## config.mk

```make
export PLATFORM = sky130hd
export DESIGN_NAME = final_project_score_entry_flat
export DESIGN_NICKNAME = d
export VERILOG_FILES = /design/src/rtl/final_project_score_entry_if.sv /design/src/rtl/final_project_score_entry.sv /design/src/flat_wrapper.sv
export SDC_FILE = /design/constraint.sdc
export NUM_CORES = 1
export LEC_CHECK = 0
export CORE_UTILIZATION = 40
export CTS_BUF_LIST = sky130_fd_sc_hd__clkbuf_8
export CTS_CLUSTER_DIAMETER = 40
export CTS_CLUSTER_SIZE = 24
export DETAILED_ROUTE_END_ITERATION = 10
export PLACE_DENSITY = 0.7
export SYNTH_ARGS = -nofsm -noshare
export SYNTH_HDL_FRONTEND = slang
export SYNTH_SLANG_ARGS = --single-unit
```

## constraint.sdc

```tcl
create_clock -name clk -period 3.1 [get_ports clk]
set_clock_uncertainty 0.2 [all_clocks]
set_input_delay 0.62 -clock clk [delete_from_list [all_inputs] [get_ports clk]]
set_output_delay 0.62 -clock clk [all_outputs]
set_load 0.02 [all_outputs]
```

## src/rtl/final_project_score_entry_if.sv

```systemverilog
// Score-entry bus: digit handshake, enter/clear controls, converted score
// and the per-digit echo used by the seven-segment decoders.
interface final_project_score_entry_if;
    logic       digit_valid;
    logic [3:0] digit;
    logic       ready;
    logic       enter;
    logic       clear;
    logic [6:0] value;
    logic       value_valid;
    logic       error;
    logic [1:0] count;
    logic [3:0] disp_d0;
    logic [3:0] disp_d1;
    logic [3:0] disp_d2;

    modport master (
        output digit_valid, digit, enter, clear,
        input  ready, value, value_valid, error, count,
        input  disp_d0, disp_d1, disp_d2
    );

    modport slave (
        input  digit_valid, digit, enter, clear,
        output ready, value, value_valid, error, count,
        output disp_d0, disp_d1, disp_d2
    );
endinterface

```

## src/rtl/final_project_score_entry.sv

```systemverilog
// Decimal score-entry decoder: accumulates up to MAX_DIGITS BCD digits
// (most significant first) into a 7-bit binary score and echoes the typed
// digits for display.
// Optional feature macro SCORE_ENTRY_CLAMP_EN: when defined, an entry larger
// than MAX_VALUE saturates to MAX_VALUE instead of entering the error state.
module final_project_score_entry #(
    parameter int MAX_DIGITS = 3,
    parameter int MAX_VALUE  = 127
) (
    input logic                         clk,
    input logic                         rst,
    final_project_score_entry_if.slave  bus
);

    localparam logic [1:0] MAX_CNT = 2'(MAX_DIGITS);
    localparam logic [9:0] MAX_ACC = 10'(MAX_VALUE);
    localparam logic [6:0] MAX_VAL = 7'(MAX_VALUE);

    typedef enum logic [1:0] {EMPTY, ENTRY, CONVERT, ERR} state_t;

    state_t     state;
    logic [9:0] acc;
    logic [1:0] count;
    logic [6:0] value;
    logic       value_valid;
    logic       error;
    logic [3:0] disp_d0;
    logic [3:0] disp_d1;
    logic [3:0] disp_d2;

    logic       ready;
    logic       take;
    logic       legal;
    logic [9:0] acc_base;
    logic [9:0] acc_next;

    // ready comes only from registered state so the front end sees no
    // combinational path from its own inputs.
    assign ready    = (state == EMPTY) || ((state == ENTRY) && (count < MAX_CNT));
    assign take     = bus.digit_valid && ready;
    assign legal    = (bus.digit <= 4'd9);
    // The first digit of an entry starts from zero, discarding any leftover.
    assign acc_base = (state == EMPTY) ? 10'd0 : acc;
    assign acc_next = (acc_base << 3) + (acc_base << 1) + {6'd0, bus.digit};

    assign bus.ready       = ready;
    assign bus.value       = value;
    assign bus.value_valid = value_valid;
    assign bus.error       = error;
    assign bus.count       = count;
    assign bus.disp_d0     = disp_d0;
    assign bus.disp_d1     = disp_d1;
    assign bus.disp_d2     = disp_d2;

    // Entry state machine: digit accumulation, conversion and error handling,
    // with clear overriding everything else.
    always_ff @(posedge clk or posedge rst) begin
        if (rst) begin
            state       <= EMPTY;
            acc         <= 10'd0;
            count       <= 2'd0;
            value       <= 7'd0;
            value_valid <= 1'b0;
            error       <= 1'b0;
            disp_d0     <= 4'd0;
            disp_d1     <= 4'd0;
            disp_d2     <= 4'd0;
        end else begin
            value_valid <= 1'b0;
            if (bus.clear) begin
                state   <= EMPTY;
                acc     <= 10'd0;
                count   <= 2'd0;
                error   <= 1'b0;
                disp_d0 <= 4'd0;
                disp_d1 <= 4'd0;
                disp_d2 <= 4'd0;
            end else begin
                case (state)
                    EMPTY, ENTRY: begin
                        if (take && !legal) begin
                            state <= ERR;
                            error <= 1'b1;
                        end else begin
                            if (take) begin
                                acc     <= acc_next;
                                count   <= (state == EMPTY) ? 2'd1 : count + 2'd1;
                                disp_d2 <= (state == EMPTY) ? 4'd0 : disp_d1;
                                disp_d1 <= (state == EMPTY) ? 4'd0 : disp_d0;
                                disp_d0 <= bus.digit;
                                state   <= ENTRY;
                            end
                            if (bus.enter && (state == ENTRY)) begin
                                state <= CONVERT;
                            end
                        end
                    end
                    CONVERT: begin
                        if (acc <= MAX_ACC) begin
                            value       <= acc[6:0];
                            value_valid <= 1'b1;
                            count       <= 2'd0;
                            state       <= EMPTY;
                        end else begin
`ifdef SCORE_ENTRY_CLAMP_EN
                            value       <= MAX_VAL;
                            value_valid <= 1'b1;
                            count       <= 2'd0;
                            state       <= EMPTY;
`else
                            state <= ERR;
                            error <= 1'b1;
`endif
                        end
                    end
                    ERR: begin
                        state <= ERR;
                    end
                    default: begin
                        state <= EMPTY;
                    end
                endcase
            end
        end
    end

endmodule

```

## src/flat_wrapper.sv

```systemverilog
// flat-port wrapper written by rule: the top's interface ports become plain ports
module final_project_score_entry_flat 
#(
    parameter int MAX_DIGITS = 3,
    parameter int MAX_VALUE  = 127
)
  (clk, rst, bus_digit_valid, bus_digit, bus_enter, bus_clear, bus_ready, bus_value, bus_value_valid, bus_error, bus_count, bus_disp_d0, bus_disp_d1, bus_disp_d2);
  final_project_score_entry_if bus_i ();
  input logic clk;
  input logic rst;
  input wire logic [$bits(bus_i.digit_valid)-1:0] bus_digit_valid;
  input wire logic [$bits(bus_i.digit)-1:0] bus_digit;
  input wire logic [$bits(bus_i.enter)-1:0] bus_enter;
  input wire logic [$bits(bus_i.clear)-1:0] bus_clear;
  output wire logic [$bits(bus_i.ready)-1:0] bus_ready;
  output wire logic [$bits(bus_i.value)-1:0] bus_value;
  output wire logic [$bits(bus_i.value_valid)-1:0] bus_value_valid;
  output wire logic [$bits(bus_i.error)-1:0] bus_error;
  output wire logic [$bits(bus_i.count)-1:0] bus_count;
  output wire logic [$bits(bus_i.disp_d0)-1:0] bus_disp_d0;
  output wire logic [$bits(bus_i.disp_d1)-1:0] bus_disp_d1;
  output wire logic [$bits(bus_i.disp_d2)-1:0] bus_disp_d2;
  assign bus_i.digit_valid = bus_digit_valid;
  assign bus_i.digit = bus_digit;
  assign bus_i.enter = bus_enter;
  assign bus_i.clear = bus_clear;
  assign bus_ready = bus_i.ready;
  assign bus_value = bus_i.value;
  assign bus_value_valid = bus_i.value_valid;
  assign bus_error = bus_i.error;
  assign bus_count = bus_i.count;
  assign bus_disp_d0 = bus_i.disp_d0;
  assign bus_disp_d1 = bus_i.disp_d1;
  assign bus_disp_d2 = bus_i.disp_d2;
  final_project_score_entry #(.MAX_DIGITS(MAX_DIGITS), .MAX_VALUE(MAX_VALUE)) u_core (.clk(clk), .rst(rst), .bus(bus_i));
endmodule
```

==> impl_metrics.env <==
export IMPL_status="finished with violations"
export IMPL_violations="DRC"
export IMPL_cp_required_ns=3.09
export IMPL_ir_drop_uv=214
export IMPL_coreArea_mm2=0.00447
export IMPL_vias_per_cell=5.31
export IMPL_dpl_hpwl_um=2950
export IMPL_mappedNetlistNets=234
export IMPL_fin_util=0.546
export IMPL_numPortBuffers=32
export IMPL_critPathArrivalTime_ns=2.91
export IMPL_fin_ws_ns=0.178
export IMPL_final_hold_worst_slack_ns=0.277
export IMPL_num_antenna_cells=0
export IMPL_fin_setup_tns_ns=0
export IMPL_setup_viol=0
export IMPL_critPathTopFamily="adder cells"
export IMPL_synthFlopType="dfrtp_1"
export IMPL_critPathCaptureType="flop"
export IMPL_post_cts_setup_buffers=0
export IMPL_post_cts_resized=0
export IMPL_cpPeakStageDelay_ns=0.41
export IMPL_num_vias=1592
export IMPL_mostFrequentLayoutCells="nand2_1 (49), dfrtp_1 (34), clkdlybuf4s50_1 (32)"
export IMPL_yosysTopAreaCell="dfrtp_1"
export IMPL_gp_congestion=0.781
export IMPL_ioPinCount=33
export IMPL_clkLatencyLatePin_ns=0.29
export IMPL_rsz0062_at_grt="false"
export IMPL_yosys_warnings=0
export IMPL_final_net_count=272
export IMPL_cts_root_buf="clkbuf_8"
export IMPL_cp_num_buf_inv=0
export IMPL_cts_hold_buf=0
export IMPL_dp_slack_ns=0.0296
export IMPL_critPathSlowestCell="fa_2"
export IMPL_cts_buffers=5
export IMPL_period_share=0.943
export IMPL_syn_avg_cell_area_um2=9.20
export IMPL_initial_core_util=0.430
export IMPL_cp_cell_sequence="or2_4, and2_1, ha_1, ha_1, fa_2, a21o_1, a21oi_2, o21ai_0, o311ai_1"
export IMPL_cts_tree="built"
export IMPL_final_common_cell="nand2_1"
export IMPL_syn_inst=209
export IMPL_wl_per_cell_um=13.8
export IMPL_antenna_found_initial=0
export IMPL_ctsLongestPathBuffers=2
export IMPL_start_kind="flop"
export IMPL_area_growth_pct=26.9
export IMPL_die_area_mm2=0.00509
export IMPL_wl_um=4150
export IMPL_crit_fanout=12
export IMPL_syn_area_mm2=0.00192
export IMPL_ys_ff_latch=34
export IMPL_synth_edff_count=0
export IMPL_hold_class="flop to flop"
export IMPL_cts_max_level=2
export IMPL_crit_type="flop to flop"
export IMPL_first_pass_iters=7
export IMPL_min_period_ns=2.92
export IMPL_relSlewSlack=0.711
export IMPL_drtIter0Drc=115
export IMPL_synth_cell_types=37
export IMPL_cp_common_cell="ha_1"
export IMPL_core_rowCount=24
export IMPL_yosys_area_top_type_share=0.442
export IMPL_overflow=0
export IMPL_cap_viol_max_count=0
export IMPL_grt_start_max_net_pins=35
export IMPL_drc=4
export IMPL_tightest_slew_ns=0.434
export IMPL_grtUsageTotal=0.173
export IMPL_grt_pass1_vias=1397
export IMPL_path_clk_slew_ns=0.07
export IMPL_async_reset_ff_frac=1.00
export IMPL_drive_above_1_share=0.113
export IMPL_power_per_cell_area_mw_per_mm2=461
export IMPL_die_h_um=71.3
export IMPL_maxSlewViolCount=0
export IMPL_p_leak_nw=1.19
export IMPL_grt_pass1_wl_um=6760
export IMPL_hold_violations=0
export IMPL_cts_sinks=34
export IMPL_fill_cells=403
export IMPL_ys_seq_area_frac=0.442
export IMPL_die_x_um=71.3
export IMPL_fmax_mhz=342
export IMPL_ys_top_cells_by_area="dfrtp_1 (44%), ha_1 (9.8%), nand2_1 (9.6%), a21oi_1 (6.5%), nand3_1 (3.1%)"
export IMPL_ant_nets=0
==> sequential cells by signal, indices dropped and copies added (netlist names) <==
name,flops
u_core.bus.disp_d2,4
u_core.bus.value_valid,1
u_core.bus.error,1
u_core.acc,9
u_core.bus.disp_d0,4
u_core.bus.disp_d1,4
u_core.bus.count,2
u_core.state,2
u_core.bus.value,7
==> kinds of logic (layout without fill, tap and decap cells) <==
logic type / after synthesis / in the layout / synth area share
AO/OA/AOI/OAI: 47 / 47 / 0.149
XOR/XNOR: 9 / 9 / 0.0410
adder cells (fa/ha/maj): 16 / 16 / 0.108
buffers and inverters: 16 / 55 / 0.0436
flip-flops: 34 / 34 / 0.442
multiplexers: 2 / 2 / 0.0156
AND/OR/NAND/NOR: 85 / 85 / 0.200
==> stage by stage <==
step	std cells	power [mW]	area, µm²
final	300	1.13	2440
after CTS	300	1.13	2440
after global placement	292	0.732	2330
after detailed placement	292	0.734	2330
after floorplan	209	0.640	1930
after global routing	300	1.17	2440
==> synthesized netlist by cell type, types with 3 or more instances <==
master and count:
xnor2_1 4, inv_1 3, and2_1 7, dfrtp_1 34
a21o_1 3, a21oi_1 25, o21ai_0 4, xor2_1 5
nand3_1 12, a31oi_1 3, clkbuf_1 6, a211oi_1 3
buf_2 4, ha_1 15, nand2_1 49, nor2_1 7
==> final timing paths <==
check                               startpoint                   to  slack [ns]  cells after the start
setup / recovery               u_core.state[0]        u_core.acc[8]        0.18                      9
hold / removal             u_core.bus.value[1]  u_core.bus.value[1]        0.28                      2
setup reg to reg               u_core.state[0]        u_core.acc[8]        0.18                      9
hold reg to reg            u_core.bus.value[1]  u_core.bus.value[1]        0.28                      2
max in group asynchronous                  rst        u_core.acc[2]        1.86                      3
min in group asynchronous                  rst      u_core.state[1]        0.52                      3
==> cell type report <==
| class | count | area [µm²] | share of cell area |
|---|---|---|---|
| Clock inverter | 3 | 37.5 | 0.0154 |
| Multi-Input combinational cell | 159 | 997 | 0.409 |
| Inverter | 3 | 11.3 | 0.00461 |
| Timing Repair Buffer | 44 | 410 | 0.168 |
| Tap cell | 52 | 65.1 | 0.0267 |
| Sequential cell | 34 | 851 | 0.349 |
| Clock buffer | 5 | 68.8 | 0.0282 |
==> metal layers <==
layer,vias up,part of all wire,GRT usage
met5,-,0,0
met4,0,0.014,0.0800
li1,803,-,-
met2,42,0.42,0.242
met3,5,0.046,0.0380
met1,742,0.52,0.254
==> worst register-to-register path, stage by stage, from the launching register on <==
cell and delay, ns:
dfrtp_1 0.38, or2_4 0.31, and2_1 0.22, ha_1 0.29, ha_1 0.24, fa_2 0.41
a21o_1 0.20, a21oi_2 0.17, o21ai_0 0.14, o311ai_1 0.27
==> power by group <==
| part | internal (mW) | switching [mW] |
|---|---|---|
| Combinational | 0.105 | 0.130 |
| Sequential | 0.472 | 0.0202 |
| Clock | 0.234 | 0.164 |
| Total | 0.811 | 0.314 |
Note: power is estimated with default switching activity, not from simulation.
